==> src/rtl/wb_master_arbiter.sv <==
// Two-master Wishbone arbiter: round-robin or fixed priority in front of one bus port,
// with grant hold until ack/abort, per-grant watchdog and a one-cycle error response.
module wb_master_arbiter #(
    parameter int unsigned RR_EN     = 1,
    parameter int unsigned TO_CYCLES = 255,
    parameter int unsigned TO_WIDTH  = 8,
    parameter logic [31:0] ERR_DATA  = 32'hDEADBEEF
) (
    input  logic        clk,
    input  logic        rst,
    input  logic        m0_req_i,
    input  logic [31:0] m0_addr_i,
    input  logic [31:0] m0_data_i,
    input  logic        m0_we_i,
    input  logic [3:0]  m0_sel_i,
    output logic [31:0] m0_data_o,
    output logic        m0_ack_o,
    output logic        m0_err_o,
    input  logic        m1_req_i,
    input  logic [31:0] m1_addr_i,
    input  logic [31:0] m1_data_i,
    input  logic        m1_we_i,
    input  logic [3:0]  m1_sel_i,
    output logic [31:0] m1_data_o,
    output logic        m1_ack_o,
    output logic        m1_err_o,
    output logic [31:0] wb_addr_o,
    output logic [31:0] wb_data_o,
    output logic        wb_we_o,
    output logic [3:0]  wb_sel_o,
    input  logic [31:0] wb_data_i,
    input  logic        wb_ack_i,
    output logic [1:0]  grant_o
);

    typedef enum logic [1:0] {
        ST_IDLE = 2'd0,
        ST_GNT0 = 2'd1,
        ST_GNT1 = 2'd2,
        ST_ERR  = 2'd3
    } state_t;

    localparam bit                  RR_ON   = (RR_EN != 32'd0);
    localparam bit                  TO_ON   = (TO_CYCLES != 32'd0);
    // Only meaningful when TO_ON; the wrap for TO_CYCLES=0 is never compared.
    localparam logic [TO_WIDTH-1:0] TO_LAST = TO_WIDTH'(TO_CYCLES - 32'd1);
    localparam logic [TO_WIDTH-1:0] WD_MAX  = {TO_WIDTH{1'b1}};

    state_t              state_r;
    state_t              state_s;
    logic                last_grant_r;   // 0: m0 was granted last, 1: m1
    logic                last_grant_s;
    logic [TO_WIDTH-1:0] wd_r;
    logic [TO_WIDTH-1:0] wd_s;
    logic                pick_m1_s;
    logic                cur_req_s;

    // Request of the master owning the current grant.
    assign cur_req_s = (state_r == ST_GNT1) ? m1_req_i : m0_req_i;

    // Arbitration winner among the current requesters.
    always_comb begin
        pick_m1_s = 1'b0;
        if (m0_req_i && m1_req_i) begin
            pick_m1_s = RR_ON ? ~last_grant_r : 1'b0;
        end else begin
            pick_m1_s = m1_req_i;
        end
    end

    // State register, last-grant memory and watchdog.
    always_ff @(posedge clk or posedge rst) begin
        if (rst) begin
            state_r      <= ST_IDLE;
            last_grant_r <= 1'b1;
            wd_r         <= {TO_WIDTH{1'b0}};
        end else begin
            state_r      <= state_s;
            last_grant_r <= last_grant_s;
            wd_r         <= wd_s;
        end
    end

    // Next-state logic; the watchdog clears whenever the grant is not being held.
    always_comb begin
        state_s      = state_r;
        last_grant_s = last_grant_r;
        wd_s         = {TO_WIDTH{1'b0}};
        case (state_r)
            ST_IDLE: begin
                if (m0_req_i || m1_req_i) begin
                    state_s      = pick_m1_s ? ST_GNT1 : ST_GNT0;
                    last_grant_s = pick_m1_s;
                end else begin
                    state_s = ST_IDLE;
                end
            end
            ST_GNT0, ST_GNT1: begin
                // Ack beats both abort and timeout in the same cycle.
                if (wb_ack_i) begin
                    state_s = ST_IDLE;
                end else if (!cur_req_s) begin
                    state_s = ST_IDLE;
                end else if (TO_ON && (wd_r == TO_LAST)) begin
                    state_s = ST_ERR;
                end else begin
                    state_s = state_r;
                    wd_s    = (wd_r == WD_MAX) ? wd_r : (wd_r + TO_WIDTH'(1));
                end
            end
            ST_ERR: begin
                state_s = ST_IDLE;
            end
            default: begin
                state_s = ST_IDLE;
            end
        endcase
    end

    // Bus mux and master responses; everything stays 0 outside the owning state.
    always_comb begin
        wb_addr_o = 32'h0000_0000;
        wb_data_o = 32'h0000_0000;
        wb_we_o   = 1'b0;
        wb_sel_o  = 4'h0;
        m0_data_o = 32'h0000_0000;
        m0_ack_o  = 1'b0;
        m0_err_o  = 1'b0;
        m1_data_o = 32'h0000_0000;
        m1_ack_o  = 1'b0;
        m1_err_o  = 1'b0;
        grant_o   = 2'b00;
        case (state_r)
            ST_GNT0: begin
                wb_addr_o = m0_addr_i;
                wb_data_o = m0_data_i;
                wb_we_o   = m0_we_i;
                wb_sel_o  = m0_sel_i;
                m0_data_o = wb_data_i;
                m0_ack_o  = wb_ack_i;
                grant_o   = 2'b01;
            end
            ST_GNT1: begin
                wb_addr_o = m1_addr_i;
                wb_data_o = m1_data_i;
                wb_we_o   = m1_we_i;
                wb_sel_o  = m1_sel_i;
                m1_data_o = wb_data_i;
                m1_ack_o  = wb_ack_i;
                grant_o   = 2'b10;
            end
            ST_ERR: begin
                // last_grant still names the master whose access timed out.
                if (last_grant_r) begin
                    m1_err_o  = 1'b1;
                    m1_data_o = ERR_DATA;
                    grant_o   = 2'b10;
                end else begin
                    m0_err_o  = 1'b1;
                    m0_data_o = ERR_DATA;
                    grant_o   = 2'b01;
                end
            end
            ST_IDLE: begin
                grant_o = 2'b00;
            end
            default: begin
                grant_o = 2'b00;
            end
        endcase
    end

endmodule

==> config.mk <==
export PLATFORM = sky130hd
export DESIGN_NAME = wb_master_arbiter
export DESIGN_NICKNAME = d
export VERILOG_FILES = /design/src/rtl/wb_master_arbiter.sv
export SDC_FILE = /design/constraint.sdc
export NUM_CORES = 1
export LEC_CHECK = 0
export ABC_AREA = 1
export BUFFER_PORTS_ARGS = -buffer_cell sky130_fd_sc_hd__buf_4
export CAP_MARGIN = 10
export CORE_AREA = 2 2 121 123
export DETAILED_ROUTE_END_ITERATION = 12
export DIE_AREA = 0 0 123 125
export PLACE_DENSITY = 0.49
export SETUP_SLACK_MARGIN = 0.5
export SLEW_MARGIN = 15
export SYNTH_ARGS = -nofsm -noshare
export SYNTH_HDL_FRONTEND = slang
export SYNTH_SLANG_ARGS = --single-unit
export TNS_END_PERCENT = 30
==> constraint.sdc <==
create_clock -name clk -period 1.7 [get_ports clk]
set_clock_uncertainty 0.2 [all_clocks]
set_input_delay 0.425 -clock clk [delete_from_list [all_inputs] [get_ports clk]]
set_output_delay 0.425 -clock clk [all_outputs]
set_load 0.03 [all_outputs]
Word level (Yosys, flattened, before mapping):

Index checks and enable logic that the tools add are counted.

* bits in registers: 11
* input bits: 175
* output and inout bits: 139
* word-level logic and storage cells: 46

* add/sub/neg operators: 1
* multiplexer cells: 29
* reductions and logical operators: 5
* bitwise operators: 1
* eq/ne operators: 7

Operators with widths (number)
* 32-bit one-hot mux with 2 select lines: 4
* 32-bit 2-to-1 mux: 2
* 8-bit 2-to-1 mux: 5
* 8-bit == test (second input constant): 2
* 2-bit 2-to-1 mux: 6
* 8-bit by 1-bit adder with 8-bit output (second input constant): 1
* 1-bit 2-to-1 mux: 8
* 2-bit one-hot mux with 4 select lines: 1
* 4-bit one-hot mux with 2 select lines: 1
* 2-bit one-hot mux with 3 select lines: 1
* 5-bit inequality test (second input constant): 1
* 2-bit == test (second input constant): 2
* 4-bit inequality test (second input constant): 1
* 2-bit by 1-bit == test with 1-bit output (second input constant): 1
* 2-bit logical NOT: 1
* 1-bit one-hot mux with 2 select lines: 1
* 2-bit AND reduction: 1
* 2-bit OR reduction: 1
* 1-bit logical AND: 1
* 1-bit logical OR: 1
* 1-bit NOT: 1

Longest topological paths before layout:

Gate-level depths: netlist of the first run.

* depth in word-level cells: 6
* gate-level depth with buffers: 10
* gate-level depth less buffers: 9

Worst setup path after synthesis of the first run:

No wires, ideal clock.

* path type: flip-flop to output port
* from: reg state_r[1]
* to: out m0_data_o[10]
* path buffers: 2
* setup slack: -0.599 ns
* cell stages (with the launch flop): 7
* data arrival time: 1.674 ns
* cell sequence: dfrtp_1 inv_1 ha_1 buf_2 inv_1 clkbuf_1 o21ai_0

* cells in the longest elaborated chain, start to end: 2

RTL lines
* from (decl): RTL line 49 `state_t state_r;`
* from (signal assigned): RTL line 78 `state_r <= state_s;`
* 2-bit == test / 2-bit by 1-bit == test with 1-bit output (equally long branches): RTL line 133 `case (state_r)`
* 32-bit one-hot mux with 2 select lines (*): RTL line 133
* to (decl): RTL line 16 `output logic [31:0] m0_data_o,`

Mark *: on every way between the ends. The rest lies on a longest branch, timed or not.

Worst setup path in the final report of the first run:

* from: reg state_r[1]
* to: out m1_data_o[26]

* cells in the longest elaborated chain, start to end: 2

RTL lines
* 2-bit == test: RTL line 133
* 32-bit one-hot mux with 2 select lines (*): RTL line 133
* to (decl): RTL line 24 `output logic [31:0] m1_data_o,`

Marked as above.

==> flow_summary.toml, run 1 <==
[yosys]
synth-seq-area-share_pct = 11.7
syn_nets = 648
avgSynthCellArea_um2 = 5.05
synth_cells = 466
ys_ff_latch = 11
yosys.area.top_type_share_pct = 29.0
synth_area_leader_cell = "nand2_1"
netlist_area_um2 = 2350
synthDistinctLibCells = 27
ys_top_cells_by_area = "nand2_1 29%, a21oi_1 15%, dfrtp_1 11%, o21ai_0 11%, inv_1 10%"
yosys_warnings = 0

[layout]
final_core_util_pct = 56.0
finalNonFillerCells = 991
fillCellCount = 1262
final_area_um2 = 7960
area_growth_pct = 238
seq_area_um2 = 278
multi_input_area_um2 = 3230
finalNetCount = 990
layout_common_cells = "192 x buf_4, 143 x buf_6, 94 x nand2_1"
final_common_cell = "buf_4"
diodes = 0
drive_above_1_share_pct = 76.0

[grt]
grt-ovfl-total = 0
grt.total_usage_pct = 19.3
grt_max_degree = 32
antenna_found_initial = 0
grt_pass1_wl_um = 23700
grt_pass1_vias = 4601

[detailed_routing]
finalWirelength_um = 16000
drt_iter0_markers = 99
drcViolationCount = 0
vias = 4417
routed_via_density = 4.46
postRouteAntennaNets = 0
avgRoutedWirePerCell_um = 16.2
drtPass1Iterations = 5

[worst_setup_path]
cpPeakStageDelay_ps = 430
path_buf_inv = 6
start_kind = "register"
endpoint_kind = "output port"
crit_path_frequent_cell = "buf_6"
critPathArrivalTime_ps = 1650
crit_path_max_fanout = 8
crit_family = "buffers and inverters"
crit_chain = "buf_6, ha_4, buf_6, inv_8, buf_12, buf_12, o21ai_2, buf_6"
crit_slowest_cell = "dfrtp_2"
path_class = "register to output port"
cp_data_required_time_ps = 1070
r2r_slack_ps = -400

[clocking]
cts_sinks = 11
clockRootBuffer = "clkbuf_16"
cts_buffer_depth = 2
cts_made_buffers = 3
worstSkewPairLatency_ps = 240
cts_tree = "yes"
cts_htree_levels = 1
clk_pin_slew_ps = 40
postCtsHoldBufs = 0

[placement]
place_area_um2 = 6330
gp_congestion = 0.834
dp_hpwl_um = 11500
place_inst = 957
portBuffers = 313

[power_and_ir_drop]
powerDensity_nw_per_um2 = 1520
leakage_nw = 3.59
vdd_ir_drop_max_v = 0.000843

[floorplan]
io_pins = 314
start_util_pct = 16.6
chipHeight_um = 125
coreArea_um2 = 14200
rows = 44
die_w_um = 123
die_area_um2 = 15400

[timing]
post-route-min-period_ps = 2270
max_slew.worst_pin.slew_ps = 480
setup_ws_ps = -573
grt_setup_unrepaired = "true"
fin_tns_setup_ps = -73030
slew_headroom_pct = 67.9
period_share_pct = 134
drv_slew = 0
whs_ps = 4.33
final_hold_viol_count = 0
setup_viol = 149
fmax_ghz = 0.440

[outcome]
status = "finished with violations"
violations = "setup timing"

[job]
drv_cap = 0

[hold_path]
hp-class = "primary input to async pin"
metal layers:
| layer | routed length, um | vias to the layer above | track usage, % |
|---|---|---|---|
| li1 | - | 2144 | - |
| met1 | 5860 | 2068 | 20.8 |
| met2 | 8850 | 188 | 39.0 |
| met3 | 1100 | 17 | 2.51 |
| met4 | 229 | 0 | 3.88 |
| met5 | 0 | - | 0 |
stage by stage:
step	worst slack [ps]	power (mW)
after floorplan	-261	6.29
after global placement	-403	8.88
after detailed placement	-450	8.94
after CTS	-570	11.7
after global routing	-631	12.6
final	-573	12.1
state kept, by name (all words and copies together), names as in the netlist:
signal and flops:
last_grant_r 1, state_r 2, wd_r 8
synth_stat cells, drive strengths merged:
library cell  count
o211ai            1
nor3              1
or2               2
o21ai            50
ha                7
buf              21
nor2             21
dfrtp            10
inv              65
nand4             2
dfstp             1
clkbuf           12
a21oi            71
nand2           188
nand3            14
path summary, 6_finish.rpt:
kind / from / end / depth (start not counted)
worst min register to register: wd_r[7] / wd_r[7] / 3
worst max register to register: state_r[1] / state_r[1] / 13
worst min-delay path: rst / wd_r[2] / 2
max in group asynchronous: rst / state_r[1] / 2
min in group clk: m1_req_i / last_grant_r / 3
worst max-delay path: state_r[1] / m1_data_o[26] / 8
logic make-up (layout without fill, tap and decap cells):
| family | after synthesis | count (layout) | share of synthesized area, % |
|---|---|---|---|
| fa+ha+maj | 7 | 7 | 3.72 |
| flops | 11 | 11 | 11.7 |
| compound gates | 122 | 122 | 26.0 |
| buf+inv | 98 | 439 | 17.7 |
| simple gates | 228 | 228 | 40.8 |
where the power goes:
part / switching (mW) / internal [mW] / total (mW)
combinational: 6.32 / 4.97 / 11.3
sequential: 0.0372 / 0.312 / 0.350
clock: 0.127 / 0.316 / 0.443
final cells by class:
cell class,count,area share (%)
Tap cell,184,2.89
Timing Repair Buffer,370,48.7
Multi-Input combinational cell,357,40.5
Sequential cell,11,3.49
Clock buffer,4,0.990
Inverter,65,3.38
repair_timing:
item,4_1_cts,5_1_grt
endpoints found under the setup margin,150,150
buffers inserted,13,2
cloned,11,4
resized for setup,240,59
pin swaps,20,7
Power figures use the tool's default switching activity.
==> run 2: changes to the inputs <==
SETUP_SLACK_MARGIN = not set   (was 0.5)
==> run 2 against run 1 <==
The flow finishes with violations (hold timing, setup timing). Non-clock buffer count decreased by 4. First-iteration DRC count increased by 17%. Sequential share of layout area increased by 0.063 points. Worst hold slack got worse by 4.6 ps.
==> flow_summary.toml, run 2 (synthesis results as in run 1) <==
[detailed_routing]
vias = 4386
finalWirelength_um = 16000
avgRoutedWirePerCell_um = 16.2
routed_via_density = 4.44
postRouteAntennaNets = 0
drt_iter0_markers = 116
drtPass1Iterations = 4
drcViolationCount = 0

[clocking]
cts_made_buffers = 3
clockRootBuffer = "clkbuf_16"
cts_tree = "yes"
clk_pin_slew_ps = 40
cts_htree_levels = 1
cts_sinks = 11
postCtsHoldBufs = 0
worstSkewPairLatency_ps = 240
cts_buffer_depth = 2

[worst_setup_path]
cpPeakStageDelay_ps = 420
path_class = "register to output port"
timing.rr.start = "state_r[0]"
r2r_slack_ps = -330
crit_path_max_fanout = 14
reg2regPathDepth = 12
crit_family = "buffers and inverters"
crit_chain = "inv_4, ha_4, buf_4, buf_12, nand2_1, a21oi_4, buf_6"
r2r_end = "state_r[1]"
worst-path-stages = 7
path_buf_inv = 4
cp_data_required_time_ps = 1070
start_kind = "register"
critPathArrivalTime_ps = 1650
crit_path_start = "state_r[1]"
endpoint_kind = "output port"
worstSetupEndpoint = "wb_data_o[11]"
crit_slowest_cell = "dfrtp_2"

[outcome]
status = "finished with violations"
violations = "hold timing, setup timing"

[timing]
grt_setup_unrepaired = "true"
slew_headroom_pct = 68.5
setup_viol = 149
max_slew.worst_pin.slew_ps = 471
whs_ps = -0.305
period_share_pct = 134
post-route-min-period_ps = 2280
fmax_ghz = 0.439
final_hold_viol_count = 1
setup_ws_ps = -576
drv_slew = 0

[placement]
portBuffers = 313
dp_hpwl_um = 11500
place_area_um2 = 6330
gp_congestion = 0.834
dp_slack_ps = -450

[grt]
grt.total_usage_pct = 19.3
grt_pass1_wl_um = 23700
grt-ovfl-total = 0
grt_max_degree = 32
antenna_found_initial = 0
grt_pass1_vias = 4600

[layout]
final_common_cell = "buf_4"
fillCellCount = 1272
largest_reg_flops = 8
area_growth_pct = 232
reg_top3 = "wd_r x8, state_r x2, last_grant_r x1"
final_core_util_pct = 55.0
diodes = 0
drive_above_1_share_pct = 74.8
top_register = "wd_r"
layout_common_cells = "193 x buf_4, 141 x buf_6, 102 x nand2_1"
finalNetCount = 986
final_area_um2 = 7820

[power_and_ir_drop]
vdd_ir_drop_max_v = 0.000838
leakage_nw = 3.52
powerDensity_nw_per_um2 = 1520

[job]
drv_cap = 0

[floorplan]
chipHeight_um = 125
die_area_um2 = 15400
coreArea_um2 = 14200
rows = 44
die_w_um = 123
io_pins = 314
start_util_pct = 16.6

[hold_path]
hp-class = "primary input to async pin"
run 2: changes by cell type in the layout (fill, tap and decap cells not counted), moves of 2 or more:
cell / before / now
buf_16: 13 / 10
nand2_4: 15 / 12
nand2_1: 94 / 102
buf_6: 143 / 141
nand2_2: 78 / 73
run 2: worst min path at each step:
stage | to | slack, ps | depth (start not counted) | start
after global routing | wd_r[2] | 50 | 2 | rst
after global placement | wd_r[6] | 260 | 2 | rst
final | wd_r[2] | -0.3 | 2 | rst
after floorplan | state_r[0] | 80 | 1 | rst
after detailed placement | wd_r[6] | 280 | 2 | rst
after CTS | wd_r[2] | 20 | 2 | rst
run 2: what timing repair did:
item                                    4_1_cts  5_1_grt
gates resized for setup                     228       59
pin swaps                                    15        8
cloned                                       11        3
endpoints found under the setup margin      149      149
setup buffers                                13        2
run 2: per-layer routing:
metal  part of all wire (%)  global-route usage (%)  routed length (um)
met4                    1.4                    3.54                 227
met3                    6.7                    2.51                1070
met5                      0                       0                   0
met2                     55                    39.1                8860
met1                     37                    20.9                5860
run 2: worst reg2reg max path, delay by kind of cell, from the launching register on:
kind	cells	cell delay, ps
AND/OR/NAND/NOR	6	530
adder cells (fa/ha/maj)	1	190
flip-flops	1	390
buffers and inverters	5	600
run 2: cell type report:
type / count / area [um^2] / share of cell area, %
Clock buffer: 4 / 78.8 / 1.01
Multi-Input combinational cell: 357 / 3180 / 40.7
Inverter: 65 / 274 / 3.50
Sequential cell: 11 / 278 / 3.55
Timing Repair Buffer: 366 / 3770 / 48.3
Tap cell: 184 / 230 / 2.94
run 2: metrics by stage:
stage          instances  power [mW]  TNS [ps]  hold WS [ps]
4_1_cts              984        11.6    -71130          19.7
6_report             987        11.9    -71410        -0.305
3_3_place_gp         957        8.88    -43950           264
3_5_place_dp         957        8.94    -47900           277
2_1_floorplan        466        6.29    -27710          76.7
5_1_grt              987        12.4    -80500          48.3
run 2: power by group:
part / internal [mW] / switching, mW
Combinational: 4.80 / 6.26
Clock: 0.316 / 0.128
Sequential: 0.313 / 0.0367
Total: 5.43 / 6.43
